### config.mk
export PLATFORM = sky130hd
export DESIGN_NAME = i2c_master_nbyte
export DESIGN_NICKNAME = d
export VERILOG_FILES = /design/src/rtl/i2c_master_nbyte.sv
export SDC_FILE = /design/constraint.sdc
export NUM_CORES = 1
export LEC_CHECK = 0
export ABC_AREA = 0
export ABC_CLOCK_PERIOD_IN_PS = 2300
export BUFFER_PORTS_ARGS = -buffer_cell sky130_fd_sc_hd__buf_2
export CORE_MARGIN = 4
export CORE_UTILIZATION = 56
export DETAILED_ROUTE_END_ITERATION = 12
export GPL_TIMING_DRIVEN = 0
export PLACE_DENSITY = 0.84
export SYNTH_ARGS = -nofsm -noshare
export SYNTH_HDL_FRONTEND = slang
export SYNTH_SLANG_ARGS = --single-unit
### constraint.sdc
create_clock -name CLK -period 2.3 [get_ports CLK]
set_clock_uncertainty 0.05 [all_clocks]
set_input_delay 0.115 -clock CLK [delete_from_list [all_inputs] [get_ports CLK]]
set_output_delay 0.115 -clock CLK [all_outputs]
set_load 0.005 [all_outputs]
### src/rtl/i2c_master_nbyte.sv
// i2c_master_nbyte
// ----------------
// Single-transaction I2C master: START, 7-bit address + R/W, DATA_BYTES data
// bytes (write or read), STOP. SCL is derived from CLK; every bit period is
// split into four quarters of CLK_DIV cycles (SCL low in Q0-Q1, high in Q2-Q3).
//
// Ports
//   CLK        system clock, all logic on the rising edge
//   RESET      synchronous active-high reset
//   START_STB  start request, honoured only while idle
//   RNW        1 = read, 0 = write (latched with START_STB)
//   I2C_ADDR   7-bit slave address (latched with START_STB)
//   WR_DATA    write payload, first byte in the most significant byte
//   SDA_IN     SDA line as seen by the master
//   SDA_OUT    value driven on SDA when SDA_OE = 1
//   SDA_OE     1 = master drives SDA, 0 = released to the slave
//   SCL        I2C clock
//   RD_DATA    read payload, first byte in the most significant byte
//   BUSY       transaction in progress
//   DONE       one-cycle pulse when the transaction ends
//   NACK_ERR   last transaction was aborted by a NACK
module i2c_master_nbyte #(
    parameter int DATA_BYTES = 2,
    parameter int CLK_DIV    = 4
) (
    input  logic                    CLK,
    input  logic                    RESET,
    input  logic                    START_STB,
    input  logic                    RNW,
    input  logic [6:0]              I2C_ADDR,
    input  logic [8*DATA_BYTES-1:0] WR_DATA,
    input  logic                    SDA_IN,
    output logic                    SDA_OUT,
    output logic                    SDA_OE,
    output logic                    SCL,
    output logic [8*DATA_BYTES-1:0] RD_DATA,
    output logic                    BUSY,
    output logic                    DONE,
    output logic                    NACK_ERR
);

    localparam int NB = 8 * DATA_BYTES;
    localparam int DW = (CLK_DIV > 1) ? $clog2(CLK_DIV) : 1;
    localparam int BW = (DATA_BYTES > 1) ? $clog2(DATA_BYTES) : 1;

    typedef enum logic [3:0] {
        S_IDLE, S_START, S_ADDR, S_ADDR_ACK, S_WR_BYTE,
        S_WR_ACK, S_RD_BYTE, S_RD_ACK, S_STOP
    } state_t;

    state_t          state_reg, state_next;
    logic [DW-1:0]   div_cnt_reg;
    logic [1:0]      quarter_reg;
    logic [2:0]      bit_cnt_reg;
    logic [BW-1:0]   byte_cnt_reg;
    logic [6:0]      addr_reg;
    logic            rnw_reg;
    logic [NB-1:0]   wr_sreg_reg;
    logic [NB-1:0]   rx_sreg_reg;
    logic [NB-1:0]   rd_data_reg;
    logic            ack_reg;
    logic            nack_err_reg;
    logic            done_reg;

    logic            quarter_end, sample_pt, bit_end, last_byte;
    logic [7:0]      tx_byte;

    assign quarter_end = (div_cnt_reg == DW'(CLK_DIV - 1));
    assign sample_pt   = quarter_end && (quarter_reg == 2'd2);
    assign bit_end     = quarter_end && (quarter_reg == 2'd3);
    assign last_byte   = (byte_cnt_reg == BW'(DATA_BYTES - 1));

    // The current write byte always sits in the top byte of the shift register.
    assign tx_byte = (state_reg == S_ADDR) ? {addr_reg, rnw_reg} : wr_sreg_reg[NB-1 -: 8];

    // Next-state logic; ACK decisions use the value sampled in Q2 of the same bit.
    always_comb begin
        state_next = state_reg;
        case (state_reg)
            S_IDLE:     if (START_STB) state_next = S_START;
            S_START:    if (bit_end) state_next = S_ADDR;
            S_ADDR:     if (bit_end && bit_cnt_reg == 3'd7) state_next = S_ADDR_ACK;
            S_ADDR_ACK: if (bit_end) state_next = ack_reg ? S_STOP : (rnw_reg ? S_RD_BYTE : S_WR_BYTE);
            S_WR_BYTE:  if (bit_end && bit_cnt_reg == 3'd7) state_next = S_WR_ACK;
            S_WR_ACK:   if (bit_end) state_next = (ack_reg || last_byte) ? S_STOP : S_WR_BYTE;
            S_RD_BYTE:  if (bit_end && bit_cnt_reg == 3'd7) state_next = S_RD_ACK;
            S_RD_ACK:   if (bit_end) state_next = last_byte ? S_STOP : S_RD_BYTE;
            S_STOP:     if (bit_end) state_next = S_IDLE;
            default:    state_next = S_IDLE;
        endcase
    end

    // Bus outputs depend only on registered state, so SDA moves at Q0 starts
    // except for the deliberate START/STOP edges while SCL is high.
    always_comb begin
        SCL     = 1'b1;
        SDA_OUT = 1'b1;
        SDA_OE  = 1'b1;
        case (state_reg)
            S_START: SDA_OUT = ~quarter_reg[1];
            S_ADDR, S_WR_BYTE: begin
                SCL     = quarter_reg[1];
                SDA_OUT = tx_byte[3'd7 - bit_cnt_reg];
            end
            S_ADDR_ACK, S_WR_ACK, S_RD_BYTE: begin
                SCL    = quarter_reg[1];
                SDA_OE = 1'b0;
            end
            S_RD_ACK: begin
                SCL     = quarter_reg[1];
                SDA_OUT = last_byte;           // ACK all but the final byte
            end
            S_STOP: begin
                SCL     = quarter_reg[1];
                SDA_OUT = (quarter_reg == 2'd3);
            end
            default: ;
        endcase
    end

    always_ff @(posedge CLK) begin
        if (RESET) begin
            state_reg    <= S_IDLE;
            div_cnt_reg  <= '0;
            quarter_reg  <= '0;
            bit_cnt_reg  <= '0;
            byte_cnt_reg <= '0;
            addr_reg     <= '0;
            rnw_reg      <= 1'b0;
            wr_sreg_reg  <= '0;
            rx_sreg_reg  <= '0;
            rd_data_reg  <= '0;
            ack_reg      <= 1'b0;
            nack_err_reg <= 1'b0;
            done_reg     <= 1'b0;
        end else begin
            state_reg <= state_next;
            done_reg  <= 1'b0;
            if (state_reg == S_IDLE) begin
                div_cnt_reg  <= '0;
                quarter_reg  <= '0;
                bit_cnt_reg  <= '0;
                byte_cnt_reg <= '0;
                if (START_STB) begin
                    addr_reg     <= I2C_ADDR;
                    rnw_reg      <= RNW;
                    wr_sreg_reg  <= WR_DATA;
                    rx_sreg_reg  <= '0;
                    nack_err_reg <= 1'b0;
                end
            end else begin
                if (quarter_end) begin
                    div_cnt_reg <= '0;
                    quarter_reg <= quarter_reg + 2'd1;
                end else begin
                    div_cnt_reg <= div_cnt_reg + DW'(1);
                end
                if (sample_pt) begin
                    ack_reg <= SDA_IN;
                    if (state_reg == S_RD_BYTE)
                        rx_sreg_reg <= {rx_sreg_reg[NB-2:0], SDA_IN};
                end
                if (bit_end) begin
                    case (state_reg)
                        S_ADDR, S_WR_BYTE, S_RD_BYTE: bit_cnt_reg <= bit_cnt_reg + 3'd1;
                        S_ADDR_ACK: if (ack_reg) nack_err_reg <= 1'b1;
                        S_WR_ACK: begin
                            if (ack_reg) begin
                                nack_err_reg <= 1'b1;
                            end else if (!last_byte) begin
                                byte_cnt_reg <= byte_cnt_reg + BW'(1);
                                wr_sreg_reg  <= wr_sreg_reg << 8;
                            end
                        end
                        S_RD_ACK: if (!last_byte) byte_cnt_reg <= byte_cnt_reg + BW'(1);
                        S_STOP: begin
                            done_reg <= 1'b1;
                            if (rnw_reg && !nack_err_reg) rd_data_reg <= rx_sreg_reg;
                        end
                        default: ;
                    endcase
                end
            end
        end
    end

    assign BUSY     = (state_reg != S_IDLE);
    assign DONE     = done_reg;
    assign NACK_ERR = nack_err_reg;
    assign RD_DATA  = rd_data_reg;

endmodule

# == After elaboration in Yosys (flattened, before gate mapping) ==
# Index checks and enable logic that the tools add are counted.
# word_totals
reg_bits,71
in_bits,28
output_inout_bits,22
# op_classes
addsub,5
n_lt_le_gt_ge,1
n_eq_ne,24
n_mux,39
bitwise_logic,3
n_reduce_logical,32
# op_table
cell,n
16-bit two-way mux,10
4-bit two-way mux,12
4-bit case mux with 9 select lines,1
"2-bit != test, second input constant",9
"4-bit by 3-bit equality test with 1-bit output, second input constant",4
2-bit nonzero test,7
3-bit OR reduction,4
1-bit two-way mux,11
9-bit AND reduction,1
"4-bit by 2-bit equality test with 1-bit output, second input constant",2
8-bit two-way mux,1
4-bit AND reduction,2
7-bit OR reduction,1
"2-bit equality test, second input constant",3
"2-bit by 1-bit != test with 1-bit output, second input constant",3
2-bit AND reduction,3
3-bit AND reduction,2
2-bit OR reduction,3
5-bit AND reduction,1
"2-bit by 1-bit adder with 2-bit output, second input constant",2
"4-bit by 1-bit equality test with 1-bit output, second input constant",1
"4-bit equality test, second input constant",1
1-bit logical AND,4
4-bit logical NOT,1
13 further kinds,15

# == Longest topological paths before layout ==
# Gate-level depths: netlist of run 1.
# logic_depth
word_depth,5
mapped_depth,8
ltp_nobuf,6

# == Worst setup path after synthesis of run 1 ==
# No wires, ideal clock.
# synth_timing
path_kind,flip-flop to output port
start,register state_reg[2]
end,output SDA_OUT
arrival_ns,1.821
required_ns,2.135
path_slack_ns,0.314
stages_incl_launch_ff,6
path_buffers,1
cell_sequence,dfxtp_1 buf_4 nor4b_4 mux4_1 a21oi_1 o311ai_2
# synth_via
elab_chain_cells,5
# synth_rtl
element,line_no,rtl
from (decl),51,"state_t state_reg, state_next;"
from (signal assigned),137,state_reg <= state_next;
4-bit by 2-bit equality test with 1-bit output,"74, 99",
8-bit two-way mux,74,"assign tx_byte = (state_reg == S_ADDR) ? {addr_reg, rnw_reg} : wr_sreg_reg[NB-1 -: 8];"
1-bit binary-select mux with 3-bit select,103,SDA_OUT = tx_byte[3'd7 - bit_cnt_reg];
1-bit two-way mux (not written as such),103,
1-bit case mux with 4 select lines *,99,case (state_reg)
to (decl),33,"output logic SDA_OUT,"
# Mark *: on every way between the ends. The rest lies on a longest branch, timed or not. The select of a mux whose other input is x is not followed.

# == Final worst setup path of run 1 ==
# layout_timing
start,register state_reg[0]
end,output SDA_OUT
# Same word-level chain as after synthesis.

==> impl_metrics.yaml, run 1 <==
global_route:
  antenna_found_initial: 0
  grt_usage_pct: 24.3
  grt_pass1_vias: 2687
  grt.overflow.total: 0
  grt_pass1_wl_um: 12300
  grt_max_degree: 15
synth:
  yosysTopAreaCellShare_pct: 46.4
  ys_warn_count: 0
  yosysTopAreaCell: "dfxtp_1"
  synth_edf_count: 0
  avgSynthCellArea_um2: 9.27
  syn_area_mm2: 0.00306
  async_flop_share_pct: 0
  synth_cell_types: 43
  post-synth-top-count-cell: "dfxtp_1"
  ys_seq_area_share_pct: 46.4
  yosys-top-cells-area: "dfxtp_1, mux2i_1, a22o_1, nand2_1, nor2_1"
  synth_seq_cells: 71
  ys_top_cells_by_count: "dfxtp_1, nand2_1, nor2_1"
  syn-num-nets: 363
  syn_inst: 330
  synth_flop_cell: "dfxtp_1"
routing:
  dr.first_iter.drc_count: 258
  drt-pass1-iter-count: 4
  drt-total-wl_um: 7500
  met3_length_um: 495
  drc: 0
  viasPerCell: 5.62
  wl_per_cell_um: 15.4
  wl_met2_um: 3680
  top_layer_used: "met4"
  wirelength_met1_um: 3160
  antenna_left: 0
  dr_total_vias: 2733
timing:
  finalCritPeriodShare_pct: 99.2
  setup_viol_count_final: 0
  post-route-min-period_ns: 2.28
  timing.fmax_ghz: 0.438
  holdWs_ns: 0.0567
  hold_violations: 0
  final.setup.tns_ns: 0
  drv_slew: 0
  rsz0062_at_grt: "true"
  tightestPinTransition_ns: 0.676
  slew_headroom_pct: 54.9
pwr:
  pwr-share-seq_pct: 45.0
  clkPwrFrac_pct: 37.2
  ir_drop_uv: 580
  p_sw_share_pct: 29.3
  power_uw: 3050
  combPwrFrac_pct: 17.8
  p_leak_uw: 0.00173
  power.density_mw_per_mm2: 790
  p_sw_uw: 894
  internal-power_uw: 2160
job:
  maxCapViolCount: 0
cells_and_area:
  area_delta_synth_final_pct: 26.2
  fin_nets: 444
  fillers: 371
  drive_above_1_share_pct: 23.6
  stdcell_area_mm2: 0.00386
  diodes: 0
  fin_util_pct: 74.2
  seq_area_mm2: 0.00143
  multi_input_area_mm2: 0.00152
place:
  io_buffer_count: 48
  gp_congestion: 0.880
  postPlaceCellArea_mm2: 0.00339
  dpl.hpwl_um: 5030
clock_network:
  cts_tree: "done"
  htree_levels: 3
  clock_path_buffers: 2
  clock-sinks: 71
  clk_pin_slew_ns: 0.08
  clk_latency_ns: 0.35
  numCtsBuffers: 9
  cts-root-buf: "clkbuf_8"
floorplanning:
  start_util_pct: 58.8
  die_h_um: 81.9
  fp.dieArea_mm2: 0.00671
  io_pins: 50
  core_area_mm2: 0.00520
  row_count: 26
  dieWidth_um: 81.9
setup_path:
  crit_path_start_kind: "flop"
  worstPathRequired_ns: 2.13
  r2r_cells: 7
  endpoint_kind: "output port"
  cp_max_fo: 9
  critPathKind: "flop to output port"
  arrival_ns: 2.12
min_path:
  hold_path_depth: 3
  hold_path_class: "input port to flop"
run_status:
  status: "complete, no violations"
-- power by group through the flow --
stage	sequential (µW)	clock, µW	combinational, µW
after floorplan	1360	0	393
after global placement	1370	0	511
after detailed placement	1370	0	526
after CTS	1370	1150	528
after global routing	1380	1210	601
final	1370	1130	543
-- repair_timing --
item / in CTS / in global routing
hold buffers: 17 / 0
endpoints found under the setup margin: 2 / 12
pin swaps: 3 / 2
resized for setup: 8 / 6
setup buffers: 3 / 4
hold endpoints to repair: 18 / 0
-- worst max-delay path, cell delays in order, from the launching register on --
cell	delay (ns)
dfxtp_4	0.39
nor4b_4	0.39
mux4_2	0.57
a21oi_2	0.17
o311ai_2	0.10
buf_2	0.15
-- worst paths after layout --
kind                        startpoint                           end  slack [ns]
min                        WR_DATA[11]  wr_sreg_reg[11]$_SDFFE_PP0P_        0.06
max reg2reg  div_cnt_reg[0]$_SDFF_PP0_   rx_sreg_reg[2]$_SDFFE_PP0P_        0.06
max          state_reg[0]$_SDFFE_PP0P_                       SDA_OUT        0.02
min reg2reg  div_cnt_reg[0]$_SDFF_PP0_     div_cnt_reg[0]$_SDFF_PP0_        0.38
-- layout by cell type (no fill, tap or decap), types with 8 or more instances in the layout --
cell	count
a21oi_1	25
a211oi_1	10
buf_2	55
mux2i_1	29
clkbuf_8	9
nand2_1	36
dfxtp_1	68
nor2_1	36
clkbuf_1	11
nand3_1	10
buf_4	8
nor3_1	8
dlygate4sd3_1	17
a22o_1	17
-- per-stage QoR --
| step | instances | worst slack [ns] |
|---|---|---|
| after floorplan | 330 | 0.314 |
| after global placement | 448 | -0.0378 |
| after detailed placement | 448 | -0.0516 |
| after CTS | 482 | -0.0284 |
| after global routing | 486 | -0.0760 |
| final | 486 | 0.0175 |
-- logic make-up (layout without fill, tap and decap cells) --
logic type                 Yosys count  in the layout  synth area share, %
AOI/OAI and AO/OA                   68             68                 15.1
xor gates and xnor gates             4              4                 1.14
adders and majority gates            5              5                 2.04
buffers and inverters               29            115                 4.46
DFF                                 71             71                 46.4
muxes                               32             32                 11.0
and+or+nand+nor                    121            121                 19.7
-- cell type report --
type,instances,share of cell area [%]
Buffer,23,3.05
Clock buffer,9,3.21
Clock inverter,7,2.69
Inverter,4,0.389
Multi-Input combinational cell,230,39.3
Timing Repair Buffer,72,12.1
Sequential cell,71,37.0
Tap cell,70,2.27
-- per-layer routing --
metal,GRT usage [%],up-vias
met2,40.9,114
met4,9.97,0
met5,0,-
met1,28.5,1269
met3,7.89,16
li1,-,1334
No activity file was read; power rests on OpenSTA's default activity.
==> run 2: changes to the inputs <==
--- a/config.mk
+++ b/config.mk
@@ -6,12 +6,12 @@
 export NUM_CORES = 1
 export LEC_CHECK = 0
 export ABC_AREA = 0
-export ABC_CLOCK_PERIOD_IN_PS = 2300
 export BUFFER_PORTS_ARGS = -buffer_cell sky130_fd_sc_hd__buf_2
 export CORE_MARGIN = 4
 export CORE_UTILIZATION = 56
 export DETAILED_ROUTE_END_ITERATION = 12
 export GPL_TIMING_DRIVEN = 0
+export MAX_ROUTING_LAYER = met4
 export PLACE_DENSITY = 0.84
 export SYNTH_ARGS = -nofsm -noshare
 export SYNTH_HDL_FRONTEND = slang
==> run 2 against run 1 <==
Clock power is 18% lower. Setup slack better by 0.013 ns. Total power is 5.2% lower. Combinational power is 9.8% higher. First-iteration DRC count is 26% lower. Hold slack better by 0.0091 ns. Clock-buffer cell count is 1 higher. Sequential share of layout area is 0.096 points higher. Sequential power hardly changed. Register-to-register slack hardly changed. Critical path depth is 1 higher. Critical endpoint unchanged. Highest routed layer unchanged.
==> impl_metrics.yaml, run 2 (synthesis results as in run 1) <==
clock_network:
  clk_latency_ns: 0.35
  clk_pin_slew_ns: 0.08
  clock_path_buffers: 2
  cts-root-buf: "clkbuf_8"
  clock-sinks: 71
  htree_levels: 3
  cts_tree: "done"
  numCtsBuffers: 9
timing:
  hold_violations: 0
  slew_headroom_pct: 54.8
  finalCritPeriodShare_pct: 98.7
  drv_slew: 0
  rsz0062_at_grt: "true"
  timing.fmax_ghz: 0.441
  post-route-min-period_ns: 2.27
  tightestPinTransition_ns: 0.678
  setup_viol_count_final: 0
  layout_setup_ws_ns: 0.0309
global_route:
  grt_usage_pct: 25.5
  grt_pass1_vias: 2717
  grt.overflow.total: 0
  grt_max_degree: 14
  grt_pass1_wl_um: 12500
  antenna_found_initial: 0
routing:
  wl_per_cell_um: 15.9
  dr.first_iter.drc_count: 192
  dr_total_vias: 2745
  drt-total-wl_um: 7760
  drt-pass1-iter-count: 4
  drc: 0
  viasPerCell: 5.61
  antenna_left: 0
floorplanning:
  row_count: 26
  start_util_pct: 58.8
  die_h_um: 81.9
  dieWidth_um: 81.9
  io_pins: 50
  core_area_mm2: 0.00520
  fp.dieArea_mm2: 0.00671
pwr:
  p_leak_uw: 0.00173
  power.density_mw_per_mm2: 751
  ir_drop_uv: 506
place:
  postPlaceCellArea_mm2: 0.00339
  io_buffer_count: 48
  dpl.hpwl_um: 5000
  pre_cts_ws_ns: -0.0456
  gp_congestion: 0.916
min_path:
  hold_path_depth: 3
  hold_path_class: "input port to flop"
setup_path:
  critical_path.top_delay_family: "multiplexers"
  cp_max_fo: 4
  endpoint_kind: "output port"
  crit_buf_inv: 2
  worstPathRequired_ns: 2.13
  crit_slowest_cell: "mux4_2"
  r2r_cells: 9
  cpPeakStageDelay_ns: 0.56
  critPathKind: "flop to output port"
  arrival_ns: 2.10
  cp_cell_sequence: "buf_6 -> nor4b_4 -> mux4_2 -> a21oi_2 -> o311ai_2 -> buf_2"
  crit_cells: 6
  crit_path_start_kind: "flop"
cells_and_area:
  area_delta_synth_final_pct: 25.8
  layout_common_cells: "dfxtp_1, buf_2, nand2_1, nor2_1, mux2i_1"
  fin_nets: 447
  diodes: 0
  drive_above_1_share_pct: 24.3
  fin_util_pct: 74.0
  stdcell_area_mm2: 0.00385
  final_common_cell: "dfxtp_1"
job:
  maxCapViolCount: 0
run_status:
  status: "complete, no violations"
-- run 2: cell types whose count changed in the layout (fill, tap and decap cells not counted), sizes merged --
cell	previous run	this run
buf	67	68
clkbuf	20	23
bufinv	2	0
clkinv	1	2
-- run 2: path summary, 6_finish.rpt --
path                             start  slack, ns                          end
max          state_reg[2]$_SDFFE_PP0P_       0.03                      SDA_OUT
min reg2reg  div_cnt_reg[0]$_SDFF_PP0_       0.40    div_cnt_reg[0]$_SDFF_PP0_
min                         WR_DATA[9]       0.07  wr_sreg_reg[9]$_SDFFE_PP0P_
max reg2reg  state_reg[2]$_SDFFE_PP0P_       0.07      RD_DATA[6]$_SDFFE_PP0P_
-- run 2: area by class of cell --
| class | count | area, µm² |
|---|---|---|
| clock buffer | 10 | 138 |
| tap | 70 | 87.6 |
| multi-input combinational | 230 | 1530 |
| buffer | 23 | 120 |
| timing repair buffer | 75 | 487 |
| sequential | 71 | 1430 |
| inverter | 4 | 15.0 |
| fill | 388 | 1350 |
| clock inverter | 6 | 42.5 |
-- run 2: worst min-delay path, stage by stage --
cell      delay [ns]
buf_2           0.09
mux2i_1         0.12
a211oi_1        0.09
-- run 2: metrics by stage --
stage                     TNS [ns]  hold WS (ns)  cells  power, µW
after global routing        -0.173        0.0813    489       3030
after detailed placement   -0.0456         0.317    448       1900
after CTS                  -0.0289        0.0530    483       2830
after floorplan                  0         0.191    330       1760
after global placement     -0.0504         0.314    448       1880
final                            0        0.0658    489       2890
-- run 2: layer usage --
| metal | vias up | global-route usage, % | share of wire, % |
|---|---|---|---|
| li1 | 1335 | - | - |
| met4 | 0 | 12.0 | 2.8 |
| met1 | 1272 | 27.9 | 42 |
| met3 | 29 | 7.02 | 5.7 |
| met2 | 109 | 42.8 | 49 |
| met5 | - | - | 0 |
-- run 2: timing repair --
| item | in CTS | in global routing |
|---|---|---|
| gates resized for setup | 9 | 8 |
| endpoints found under the hold margin | 18 | 0 |
| pin swaps | 3 | 4 |
| hold buffers | 17 | 0 |
| buffers inserted | 4 | 6 |
| gates cloned | 0 | 0 |
| setup endpoints to repair | 2 | 21 |
-- run 2: report_power, final --
part	internal, µW	switching [µW]	leakage (µW)
clock network	424	502	0.0000891
registers	1310	57.8	0.000578
logic	251	344	0.00106
==> run 3: changes to the inputs <==
--- a/config.mk
+++ b/config.mk
@@ -12,7 +12,7 @@
 export DETAILED_ROUTE_END_ITERATION = 12
 export GPL_TIMING_DRIVEN = 0
 export MAX_ROUTING_LAYER = met4
-export PLACE_DENSITY = 0.84
+export PLACE_DENSITY_LB_ADDON = 0.15
 export SYNTH_ARGS = -nofsm -noshare
 export SYNTH_HDL_FRONTEND = slang
 export SYNTH_SLANG_ARGS = --single-unit
==> run 3 against run 2 <==
Register-to-register slack better by 0.02 ns. Setup slack better by 0.030 ns. Flip-flop and latch count unchanged.
==> impl_metrics.yaml, run 3 (synthesis results as in run 1) <==
run_status:
  status: "complete, no violations"
clock_network:
  clk_pin_slew_ns: 0.08
  cts_tree: "done"
  clock_path_buffers: 2
  clock-sinks: 71
  clk_latency_ns: 0.35
  numCtsBuffers: 9
  cts-root-buf: "clkbuf_8"
  htree_levels: 3
pwr:
  ir_drop_uv: 690
  p_leak_uw: 0.00170
  power_uw: 2920
  power.density_mw_per_mm2: 768
routing:
  drc: 0
  top_layer_used: "met4"
  wl_met2_um: 3360
  met3_length_um: 372
  viasPerCell: 5.41
  antenna_left: 0
  dr.first_iter.drc_count: 136
  wl_per_cell_um: 15.1
  dr_total_vias: 2614
  wirelength_met1_um: 3420
  drt-total-wl_um: 7290
  drt-pass1-iter-count: 4
setup_path:
  cp_cell_sequence: "nor4b_4 -> mux4_2 -> a21oi_2 -> o311ai_2 -> buf_2"
  rr_startpoint: "div_cnt_reg[0]$_SDFF_PP0_"
  arrival_ns: 2.07
  cp_max_fo: 4
  crit_path_start_kind: "flop"
  endpoint_kind: "output port"
  crit_start: "state_reg[2]$_SDFFE_PP0P_"
  critical_path.top_delay_family: "multiplexers"
  worstPathRequired_ns: 2.13
  crit_buf_inv: 1
  cpPeakStageDelay_ns: 0.57
  crit_slowest_cell: "mux4_2"
  critPathKind: "flop to output port"
timing:
  hold_violations: 0
  holdWs_ns: 0.0526
  slew_headroom_pct: 46.0
  finalCritPeriodShare_pct: 97.4
  timing.fmax_ghz: 0.447
  tightestPinTransition_ns: 0.810
  post-route-min-period_ns: 2.24
  setup_viol_count_final: 0
  rsz0062_at_grt: "true"
  layout_setup_ws_ns: 0.0609
  drv_slew: 0
floorplanning:
  core_area_mm2: 0.00520
  die_h_um: 81.9
  start_util_pct: 58.8
  row_count: 26
  io_pins: 50
  dieWidth_um: 81.9
  fp.dieArea_mm2: 0.00671
global_route:
  antenna_found_initial: 0
  grt_pass1_vias: 2565
  grt.overflow.total: 0
  grt_pass1_wl_um: 12300
  grt_max_degree: 13
  grt_usage_pct: 25.3
cells_and_area:
  final_common_cell: "dfxtp_1"
  layout_common_cells: "dfxtp_1, buf_2, nand2_1, nor2_1, mux2i_1"
  diodes: 0
  final_cell_count_no_fill: 483
  area_delta_synth_final_pct: 24.4
  drive_above_1_share_pct: 23.0
  fin_nets: 441
  fillers: 407
  fin_util_pct: 73.1
min_path:
  hp-start: "WR_DATA[10]"
  hold_path_class: "input port to flop"
place:
  io_buffer_count: 48
  dp_cells: 448
  gp_congestion: 0.897
  dpl.hpwl_um: 4880
  pre_cts_ws_ns: -0.0757
job:
  maxCapViolCount: 0
==> run 3: layout make-up <==
class / instances / area [µm²] / share of cell area, %
plain buffers: 22 / 106 / 2.79
clock buffers: 11 / 141 / 3.71
clock inverters: 5 / 56.3 / 1.48
inverters: 4 / 15.0 / 0.394
multi-input cells: 230 / 1520 / 39.8
flip-flops and latches: 71 / 1430 / 37.6
well taps: 70 / 87.6 / 2.30
repair buffers: 70 / 452 / 11.9
==> run 3: per-layer routing <==
metal / GRT usage [%] / up-vias
met1: 31.5 / 1204
met4: 12.6 / 0
met3: 5.59 / 13
met5: - / -
met2: 38.8 / 73
li1: - / 1324
==> run 3: worst paths after layout <==
kind                             endpoint  slack [ns]  cells past startpoint
max                               SDA_OUT        0.06                      5
min          wr_sreg_reg[10]$_SDFFE_PP0P_        0.05                      3
max reg2reg  rx_sreg_reg[12]$_SDFFE_PP0P_        0.09                      7
min reg2reg     div_cnt_reg[0]$_SDFF_PP0_        0.38                      1
==> run 3: worst min-delay path, stage by stage <==
cell and delay [ns]:
buf_2 0.10, mux2i_1 0.12, a211oi_1 0.08
==> run 3: repair_timing <==
action                                  in CTS  in global routing
endpoints found under the setup margin       2                 12
pin swaps                                    2                  3
hold buffers                                17                  0
resized for setup                            8                  6
endpoints found under the hold margin       18                  0
buffers inserted                             4                  1
==> run 3: power breakdown <==
part	total (µW)	leakage (µW)	internal [µW]	switching, µW
sequential	1370	0.000579	1310	58.0
combinational	550	0.00103	231	319
clock	1000	0.0000997	531	474
==> run 3: stage by stage <==
stage	setup TNS, ns	instance area (µm²)
2_1_floorplan	0	3060
3_3_place_gp	-0.0360	3390
3_5_place_dp	-0.0757	3390
4_1_cts	0	3790
5_1_grt	-0.502	3810
6_report	0	3810
